==> src/rtl/instr_sequencer_if.sv <==
// Control/strobe bundle between the instruction sequencer and the datapath.
// Optional CycleCount signal present only when SEQ_CYCLE_CNT_EN is defined.
interface instr_sequencer_if;
  localparam int unsigned STATE_W = 3;
  localparam int unsigned CNT_W   = 16;

  // Decoder / datapath status into the sequencer
  logic               Start;
  logic               IsHalt;
  logic               CtrlRegWrite;
  logic               CtrlMemWrite;
  logic               CtrlLdSt;
  logic               CtrlBranchRel;
  logic               BranchTaken;
  logic               MemReady;

  // Sequencer strobes and status
  logic               PCLoad;
  logic               PCInc;
  logic               PCBranch;
  logic               IRLoad;
  logic               RegWriteGate;
  logic               MemReq;
  logic               MemWriteGate;
  logic               Done;
  logic [STATE_W-1:0] State;
  logic [CNT_W-1:0]   InstrCount;
`ifdef SEQ_CYCLE_CNT_EN
  logic [CNT_W-1:0]   CycleCount;
`endif

`ifdef SEQ_CYCLE_CNT_EN
  modport master (
    output Start, IsHalt, CtrlRegWrite, CtrlMemWrite, CtrlLdSt,
           CtrlBranchRel, BranchTaken, MemReady,
    input  PCLoad, PCInc, PCBranch, IRLoad, RegWriteGate, MemReq,
           MemWriteGate, Done, State, InstrCount, CycleCount
  );
  modport slave (
    input  Start, IsHalt, CtrlRegWrite, CtrlMemWrite, CtrlLdSt,
           CtrlBranchRel, BranchTaken, MemReady,
    output PCLoad, PCInc, PCBranch, IRLoad, RegWriteGate, MemReq,
           MemWriteGate, Done, State, InstrCount, CycleCount
  );
`else
  modport master (
    output Start, IsHalt, CtrlRegWrite, CtrlMemWrite, CtrlLdSt,
           CtrlBranchRel, BranchTaken, MemReady,
    input  PCLoad, PCInc, PCBranch, IRLoad, RegWriteGate, MemReq,
           MemWriteGate, Done, State, InstrCount
  );
  modport slave (
    input  Start, IsHalt, CtrlRegWrite, CtrlMemWrite, CtrlLdSt,
           CtrlBranchRel, BranchTaken, MemReady,
    output PCLoad, PCInc, PCBranch, IRLoad, RegWriteGate, MemReq,
           MemWriteGate, Done, State, InstrCount
  );
`endif
endinterface

==> src/rtl/instr_sequencer.sv <==
// Multi-cycle instruction sequencer: walks FETCH/EXEC/MEM/WB per instruction,
// gates PC, IR, register-file and data-memory strobes, counts retired
// instructions. Define SEQ_CYCLE_CNT_EN to add the busy-cycle counter.
module instr_sequencer (
  input  logic              Clk,
  input  logic              Reset_n,
  instr_sequencer_if.slave  bus
);
  localparam int unsigned STATE_W = 3;
  localparam int unsigned CNT_W   = 16;

  localparam logic [STATE_W-1:0] S_IDLE  = 3'd0;
  localparam logic [STATE_W-1:0] S_START = 3'd1;
  localparam logic [STATE_W-1:0] S_FETCH = 3'd2;
  localparam logic [STATE_W-1:0] S_EXEC  = 3'd3;
  localparam logic [STATE_W-1:0] S_MEM   = 3'd4;
  localparam logic [STATE_W-1:0] S_WB    = 3'd5;
  localparam logic [STATE_W-1:0] S_HALT  = 3'd6;

  localparam logic [CNT_W-1:0] CNT_MAX = {CNT_W{1'b1}};

  logic [STATE_W-1:0] state_q;
  logic [STATE_W-1:0] state_d;
  logic [CNT_W-1:0]   icnt_q;
  logic               pc_load;
  logic               pc_inc;
  logic               pc_branch;
  logic               ir_load;
  logic               rw_gate;
  logic               mem_req;
  logic               mw_gate;
  logic               done;
  logic               retire;
  logic               cnt_clear;

  // State register
  always_ff @(posedge Clk or negedge Reset_n) begin
    if (!Reset_n) state_q <= S_IDLE;
    else          state_q <= state_d;
  end

  // Next state and strobe decode; strobes fall with state on async reset
  always_comb begin
    state_d   = state_q;
    pc_load   = 1'b0;
    pc_inc    = 1'b0;
    pc_branch = 1'b0;
    ir_load   = 1'b0;
    rw_gate   = 1'b0;
    mem_req   = 1'b0;
    mw_gate   = 1'b0;
    done      = 1'b0;
    retire    = 1'b0;
    case (state_q)
      S_IDLE: begin
        if (bus.Start) state_d = S_START;
      end
      S_START: begin
        pc_load = 1'b1;
        state_d = S_FETCH;
      end
      S_FETCH: begin
        ir_load = 1'b1;
        state_d = S_EXEC;
      end
      S_EXEC: begin
        if (bus.IsHalt)                           state_d = S_HALT;
        else if (bus.CtrlMemWrite || bus.CtrlLdSt) state_d = S_MEM;
        else                                      state_d = S_WB;
      end
      S_MEM: begin
        mem_req = 1'b1;
        mw_gate = bus.CtrlMemWrite;
        if (bus.MemReady) begin
          if (bus.CtrlMemWrite) begin
            // store retires straight out of MEM
            pc_inc  = 1'b1;
            retire  = 1'b1;
            state_d = S_FETCH;
          end else begin
            state_d = S_WB;
          end
        end
      end
      S_WB: begin
        rw_gate = bus.CtrlRegWrite;
        if (bus.CtrlBranchRel && bus.BranchTaken) pc_branch = 1'b1;
        else                                      pc_inc    = 1'b1;
        retire  = 1'b1;
        state_d = S_FETCH;
      end
      S_HALT: begin
        done = 1'b1;
        if (bus.Start) state_d = S_START;
      end
      default: state_d = S_IDLE;
    endcase
  end

  // Counters clear on the edge into START so they read zero during START
  assign cnt_clear = (state_d == S_START);

  // Retired-instruction counter, saturating
  always_ff @(posedge Clk or negedge Reset_n) begin
    if (!Reset_n)                         icnt_q <= '0;
    else if (cnt_clear)                   icnt_q <= '0;
    else if (retire && icnt_q != CNT_MAX) icnt_q <= icnt_q + CNT_W'(1);
  end

`ifdef SEQ_CYCLE_CNT_EN
  logic [CNT_W-1:0] ccnt_q;
  logic             busy;

  assign busy = (state_q == S_FETCH) || (state_q == S_EXEC) ||
                (state_q == S_MEM)   || (state_q == S_WB);

  // Busy-cycle counter, saturating, held in IDLE/HALT
  always_ff @(posedge Clk or negedge Reset_n) begin
    if (!Reset_n)                       ccnt_q <= '0;
    else if (cnt_clear)                 ccnt_q <= '0;
    else if (busy && ccnt_q != CNT_MAX) ccnt_q <= ccnt_q + CNT_W'(1);
  end

  assign bus.CycleCount = ccnt_q;
`endif

  assign bus.PCLoad       = pc_load;
  assign bus.PCInc        = pc_inc;
  assign bus.PCBranch     = pc_branch;
  assign bus.IRLoad       = ir_load;
  assign bus.RegWriteGate = rw_gate;
  assign bus.MemReq       = mem_req;
  assign bus.MemWriteGate = mw_gate;
  assign bus.Done         = done;
  assign bus.State        = state_q;
  assign bus.InstrCount   = icnt_q;
endmodule

==> src/flat_wrapper.sv <==
// flat-port wrapper written by rule: the top's interface ports become plain ports
module instr_sequencer_flat 
  (Clk, Reset_n, bus_Start, bus_IsHalt, bus_CtrlRegWrite, bus_CtrlMemWrite, bus_CtrlLdSt, bus_CtrlBranchRel, bus_BranchTaken, bus_MemReady, bus_PCLoad, bus_PCInc, bus_PCBranch, bus_IRLoad, bus_RegWriteGate, bus_MemReq, bus_MemWriteGate, bus_Done, bus_State, bus_InstrCount);
  instr_sequencer_if bus_i ();
  input  logic Clk;
  input  logic Reset_n;
  input wire logic [$bits(bus_i.Start)-1:0] bus_Start;
  input wire logic [$bits(bus_i.IsHalt)-1:0] bus_IsHalt;
  input wire logic [$bits(bus_i.CtrlRegWrite)-1:0] bus_CtrlRegWrite;
  input wire logic [$bits(bus_i.CtrlMemWrite)-1:0] bus_CtrlMemWrite;
  input wire logic [$bits(bus_i.CtrlLdSt)-1:0] bus_CtrlLdSt;
  input wire logic [$bits(bus_i.CtrlBranchRel)-1:0] bus_CtrlBranchRel;
  input wire logic [$bits(bus_i.BranchTaken)-1:0] bus_BranchTaken;
  input wire logic [$bits(bus_i.MemReady)-1:0] bus_MemReady;
  output wire logic [$bits(bus_i.PCLoad)-1:0] bus_PCLoad;
  output wire logic [$bits(bus_i.PCInc)-1:0] bus_PCInc;
  output wire logic [$bits(bus_i.PCBranch)-1:0] bus_PCBranch;
  output wire logic [$bits(bus_i.IRLoad)-1:0] bus_IRLoad;
  output wire logic [$bits(bus_i.RegWriteGate)-1:0] bus_RegWriteGate;
  output wire logic [$bits(bus_i.MemReq)-1:0] bus_MemReq;
  output wire logic [$bits(bus_i.MemWriteGate)-1:0] bus_MemWriteGate;
  output wire logic [$bits(bus_i.Done)-1:0] bus_Done;
  output wire logic [$bits(bus_i.State)-1:0] bus_State;
  output wire logic [$bits(bus_i.InstrCount)-1:0] bus_InstrCount;
  assign bus_i.Start = bus_Start;
  assign bus_i.IsHalt = bus_IsHalt;
  assign bus_i.CtrlRegWrite = bus_CtrlRegWrite;
  assign bus_i.CtrlMemWrite = bus_CtrlMemWrite;
  assign bus_i.CtrlLdSt = bus_CtrlLdSt;
  assign bus_i.CtrlBranchRel = bus_CtrlBranchRel;
  assign bus_i.BranchTaken = bus_BranchTaken;
  assign bus_i.MemReady = bus_MemReady;
  assign bus_PCLoad = bus_i.PCLoad;
  assign bus_PCInc = bus_i.PCInc;
  assign bus_PCBranch = bus_i.PCBranch;
  assign bus_IRLoad = bus_i.IRLoad;
  assign bus_RegWriteGate = bus_i.RegWriteGate;
  assign bus_MemReq = bus_i.MemReq;
  assign bus_MemWriteGate = bus_i.MemWriteGate;
  assign bus_Done = bus_i.Done;
  assign bus_State = bus_i.State;
  assign bus_InstrCount = bus_i.InstrCount;
  instr_sequencer u_core (.Clk(Clk), .Reset_n(Reset_n), .bus(bus_i));
endmodule
==> config.mk <==
export PLATFORM = sky130hd
export DESIGN_NAME = instr_sequencer_flat
export DESIGN_NICKNAME = d
export VERILOG_FILES = /design/src/rtl/instr_sequencer_if.sv /design/src/rtl/instr_sequencer.sv /design/src/flat_wrapper.sv
export SDC_FILE = /design/constraint.sdc
export NUM_CORES = 1
export LEC_CHECK = 0
export CAP_MARGIN = 20
export CORE_MARGIN = 4
export CORE_UTILIZATION = 51
export CTS_BUF_LIST = sky130_fd_sc_hd__clkbuf_4 sky130_fd_sc_hd__clkbuf_8
export CTS_CLUSTER_DIAMETER = 200
export CTS_CLUSTER_SIZE = 40
export DETAILED_ROUTE_END_ITERATION = 6
export GPL_TIMING_DRIVEN = 0
export PLACE_DENSITY_LB_ADDON = 0.1
export SLEW_MARGIN = 0
export SYNTH_ARGS = -nofsm -noshare
export SYNTH_HDL_FRONTEND = slang
export SYNTH_SLANG_ARGS = --single-unit
export TNS_END_PERCENT = 20
==> constraint.sdc <==
create_clock -name Clk -period 6.8 [get_ports Clk]
set_clock_uncertainty 0.1 [all_clocks]
set_input_delay 1.36 -clock Clk [delete_from_list [all_inputs] [get_ports Clk]]
set_output_delay 1.36 -clock Clk [all_outputs]
set_load 0.01 [all_outputs]
==> Yosys cells after proc, flatten, opt, wreduce, memory -nomap -nowiden <==
Cells that the tools add are included.
{ "totals": {"reg_bits": 19, "latchBits": 0, "ramBits": 0, "mem_bits_ro": 0, "inputBits": 10, "out_inout_bits": 27, "wordCells": 39, "mem_count": 0} }
{ "op_classes": {"addsub": 1, "n_mul": 0, "div_mod_pow": 0, "order_cmp": 0, "n_eq_ne": 8, "n_shift": 0, "muxes": 21, "n_bitwise": 0, "n_reduce_logical": 7} }
{ "ops": {"columns": ["cell", "count"], "rows": [
  ["$mux W16", 2],
  ["$add A16 B1 Y16 const B", 1],
  ["$ne A16 B16 Y1 const B", 1],
  ["$pmux W3 S5", 1],
  ["$mux W1", 12],
  ["$mux W3", 4],
  ["$eq A3 B3 Y1 const B", 3],
  ["$eq A3 B1 Y1 const B", 2],
  ["$eq A3 B2 Y1 const B", 2],
  ["$pmux W1 S2", 2],
  ["$reduce_or A2 Y1", 2],
  ["$logic_not A3 Y1", 1],
  ["$logic_and A1 B1 Y1", 2],
  ["$reduce_bool A2 Y1", 1],
  ["$logic_or A1 B1 Y1", 1]
]} }

==> Logic depth before layout (Yosys ltp) <==
{ "logic_depth": {"ltp_word": 6, "mapped_depth": 6, "depth_no_buf": 5} }

==> Worst setup path after synthesis <==
Ideal clock, no wire load.
{ "synth_timing": {"path_type": "input to output", "start": "in bus_MemReady", "end": "out bus_PCInc", "t_arrival_ns": 1.737, "required_ns": 5.340, "slack_ns": 3.603, "path_stages": 2, "n_path_buf": 0, "path_cell_list": "a21o_1 > and3_1"} }
{ "synth_between": {"elab_chain_cells": 2} }
{ "synth_rtl": {"columns": ["item", "line_no", "source"], "rows": [
  ["start, declared", "flat_wrapper.sv:14", "input wire logic [$bits(bus_i.MemReady)-1:0] bus_MemReady;"],
  ["$mux W1", "instr_sequencer.sv:74", "if (bus.MemReady) begin"],
  ["$pmux W1 S2", "instr_sequencer.sv:54", "case (state_q)"],
  ["end, declared", "flat_wrapper.sv:16", "output wire logic [$bits(bus_i.PCInc)-1:0] bus_PCInc;"]
]} }
No other way between the ends.

==> Final worst setup path <==
{ "layout_timing": {"start": "in bus_CtrlMemWrite", "end": "out bus_PCInc"} }
{ "layout_between": {"elab_chain_cells": 3} }
{ "layout_rtl": {"columns": ["item", "line_no", "source"], "rows": [
  ["start, declared", "flat_wrapper.sv:10", "input wire logic [$bits(bus_i.CtrlMemWrite)-1:0] bus_CtrlMemWrite;"],
  ["$mux W1", "instr_sequencer.sv:75", "if (bus.CtrlMemWrite) begin"],
  ["$mux W1", "instr_sequencer.sv:74", null],
  ["$pmux W1 S2", "instr_sequencer.sv:54", null]
]} }
No other way between the ends.

==> results.txt <==
----------------------------------------------------
[Outcome]
  Outcome ... finished, final reports clean

[Clocking]
  Hold-fix buffers at CTS ... 0
  Clock buffers created by TritonCTS ... 3
  Number of levels the H-tree was split into ... 1
  TritonCTS Sinks ... 19
  Clock-pin slew reported for the worst setup and hold paths after clock tree synthesis ... 0.12 ns
  Post-CTS sizing ... 0
  Number of setup buffers added after CTS ... 0
  Buffer type at the clock tree root ... clkbuf_4
  Max clock buf depth ... 2
  CTS tree ... yes
  Worst-Skew Late Latency ... 0.31 ns

[Synthesis]
  Number of flops mapped to enable cells by yosys ... 0
  Total nets after synthesis ... 148
  Area share of the largest cell type after synthesis ... 39.83%
  Cell Area, Synth ... 0.001194 mm2
  Fraction of registers with async set or reset after synthesis ... 100.0%
  YS warnings ... 0
  Cell type with the largest total area after synthesis ... dfrtp_1
  Syn Area/Cell ... roughly 8.7 um2
  Top FF cell, synth ... dfrtp_1
  Sequential area share after synthesis ... 39.83%
  Biggest area contributors in the synthesized netlist ... dfrtp_1, o31ai_1, mux2i_1
  Register bit total from synthesis ... 19
  Gate count of the mapped netlist ... 137
  Cell variety after synth ... 38

[Drt]
  Starting DRC count in detailed routing ... 28
  Wire per inst ... 13.99 um
  Detail Route Antenna Nets ... 0
  Final routed wirelength across all metal layers ... 2867 um
  DRC ... 0
  Vias after detailed routing ... 1197
  First drt pass iteration count ... 4
  Mean number of vias per cell ... 5.839

[Global route]
  Congestion Overflow GR ... 0
  Total track usage ... between 10% and 20%
  Antenna violations before repair ... 0
  Wire length of the first global-routing pass ... 4968 um
  Largest net degree at the start of global routing ... 20
  Vias in the first global route ... 1118

[Timing]
  Slew Limit Fails ... 0
  WHS ... 0.4331 ns
  # setup viols final ... 0
  Crit share post-route ... ~64%
  Aggregate negative setup slack ... 0 ns
  Worst-case headroom to the max-slew limit ... 44.69%
  Time the worst path needs with I/O delays and setup ... 4.356 ns
  RSZ-0062 raised after global routing ... no
  Highest attainable clock frequency ... 0.2295 GHz
  Worst-Margin Slew ... 0.8271 ns
  Number of hold violations in the final report ... 0

[Run]
  Max-capacitance violation count ... 0

[Setup path]
  Max stage delay on crit path ... 0.60 ns
  Dominant cell type by count on the critical path ... clkdlybuf4s50_1
  Crit path arrival time ... 2.90 ns
  Crit start category ... primary input
  Data required time of the worst path ... 5.34 ns
  Crit path max-delay family ... buffers and inverters
  Critical setup path kind ... in2out
  Critical path's slowest cell ... clkdlybuf4s50_1
  Critical path fanouts, max ... 7
  Number of buffer and inverter stages on the critical path ... 2
  Endpoint type of the worst setup path ... primary output
  Crit path cell chain ... clkdlybuf4s50_1 > a21o_1 > and3_1 > clkdlybuf4s50_1

[Layout]
  Multi-input logic area ... between 600 and 700 um2
  Layout filler cell count ... around 190
  Area Overhead vs Synth ... 35.43%
  Antenna diodes ... 0
  Most common library cell in the layout ignoring fill and taps ... clkdlybuf4s50_1
  Net count of the finished layout ... ~190
  Register area ... 475.5 um2
  Post-route cell area ... 0.001617 mm2
  Ratio of cells with drive above 1 in the final layout ... 5.085%
  Highest-count cells in the layout ignoring fill and taps ... clkdlybuf4s50_1, dfrtp_1, nand2_1

[Floorplanning]
  Die footprint ... around 0.0032 mm2
  Die extent in x ... 56.38 um
  Area of the core ... between 0.002 and 0.0025 mm2
  Ports ... 37
  Die Height ... 56.38 um
  Site Rows ... 17
  Starting density of the core ... 53.96%

[Pwr]
  IR drop worst, VDD ... about 0.21 mV
  Leakage power of the design ... roughly 0.63 nW
  Power density normalized to cell area ... about 260 mW/mm2

[Placement]
  Dpl hpwl ... between 2000 and 2500 um
  Post-placement cell area ... ~0.0016 mm2
  Placer Congestion ... approximately 0.9
  Number of port buffers ... 36

[Hold path]
  Hold/Removal Path Class ... reg2reg

----------------------------------------------------
-- sequential cells by signal (all words and copies together), names as in the netlist --
signal / flops
u_core.bus.State: 3
u_core.bus.InstrCount: 16
-- cell families (layout without fill, tap and decap cells) --
group / after synthesis / after routing / synth area share, %
fa+ha+maj: 1 / 1 / 1.048
compound gates: 31 / 31 / 16.98
flops: 19 / 19 / 39.83
xor+xnor: 1 / 1 / 0.7339
mux: 5 / 5 / 4.193
simple gates: 68 / 68 / 32.29
buf+inv: 12 / 52 / 4.926
-- area by class of cell --
type | count | area share [%]
tap | 28 | 2.167
multi-input combinational | 106 | 40.79
clock buffer | 3 | 1.393
inverter | 4 | 0.9288
timing repair buffer | 36 | 22.29
buffer | 8 | 2.709
sequential | 19 | 29.41
clock inverter | 1 | 0.3096
-- final timing paths --
| kind | from | endpoint | slack, ns | cells after the start |
|---|---|---|---|---|
| worst min register to register | u_core.bus.InstrCount[15] | u_core.bus.InstrCount[15] | 0.43 | 1 |
| worst max register to register | u_core.bus.InstrCount[0] | u_core.bus.InstrCount[2] | 4.34 | 6 |
| max in group asynchronous | Reset_n | u_core.bus.InstrCount[4] | 4.67 | 1 |
| worst min-delay path | u_core.bus.InstrCount[15] | u_core.bus.InstrCount[15] | 0.43 | 1 |
| worst max-delay path | bus_CtrlMemWrite | bus_PCInc | 2.44 | 4 |
| min in group asynchronous | Reset_n | u_core.bus.State[2] | 1.41 | 1 |
-- Yosys cell counts, drive strengths merged, types with 2 or more instances --
cell,n
o211ai,2
nand4,5
and2,3
inv,4
o41ai,2
nor4b,2
dfrtp,19
o21ai,5
nor4,3
o31ai,7
nand2b,6
nor2b,2
nor2,6
or3,3
and3,4
nand3,9
clkbuf,3
nor3,4
mux2i,5
or4,5
nand2,13
buf,5
a21oi,9
-- power by group --
group / internal [mW] / total [mW] / switching [mW]
clock: 0.0220 / 0.0602 / 0.0382
combinational: 0.104 / 0.214 / 0.110
sequential: 0.130 / 0.146 / 0.0167
-- layer usage --
layer / GRT usage, % / part of all wire, %
met5: 0 / 0
met4: 6.441 / 0.91
met3: 6.207 / 5.0
met2: 30.22 / 47
met1: 25.90 / 47
-- worst register-to-register path: stages, from the launching register on --
cell,delay (ns)
dfrtp_1,0.46
ha_1,0.25
nand4_1,0.20
nor4_1,0.65
clkbuf_1,0.40
o21ai_0,0.16
a21oi_1,0.17
-- metrics by stage --
step           total power, mW  worst slack (ns)  cells  util (%)
2_1_floorplan           0.2736             3.603    137         -
3_3_place_gp            0.3589             2.494    201     71.83
3_5_place_dp            0.3625             2.483    201     71.83
4_1_cts                 0.4235             2.481    205     73.08
5_1_grt                 0.4550             2.389    205     73.08
6_report                0.4206             2.444    205     73.08
(Power assumes the default switching activity.)
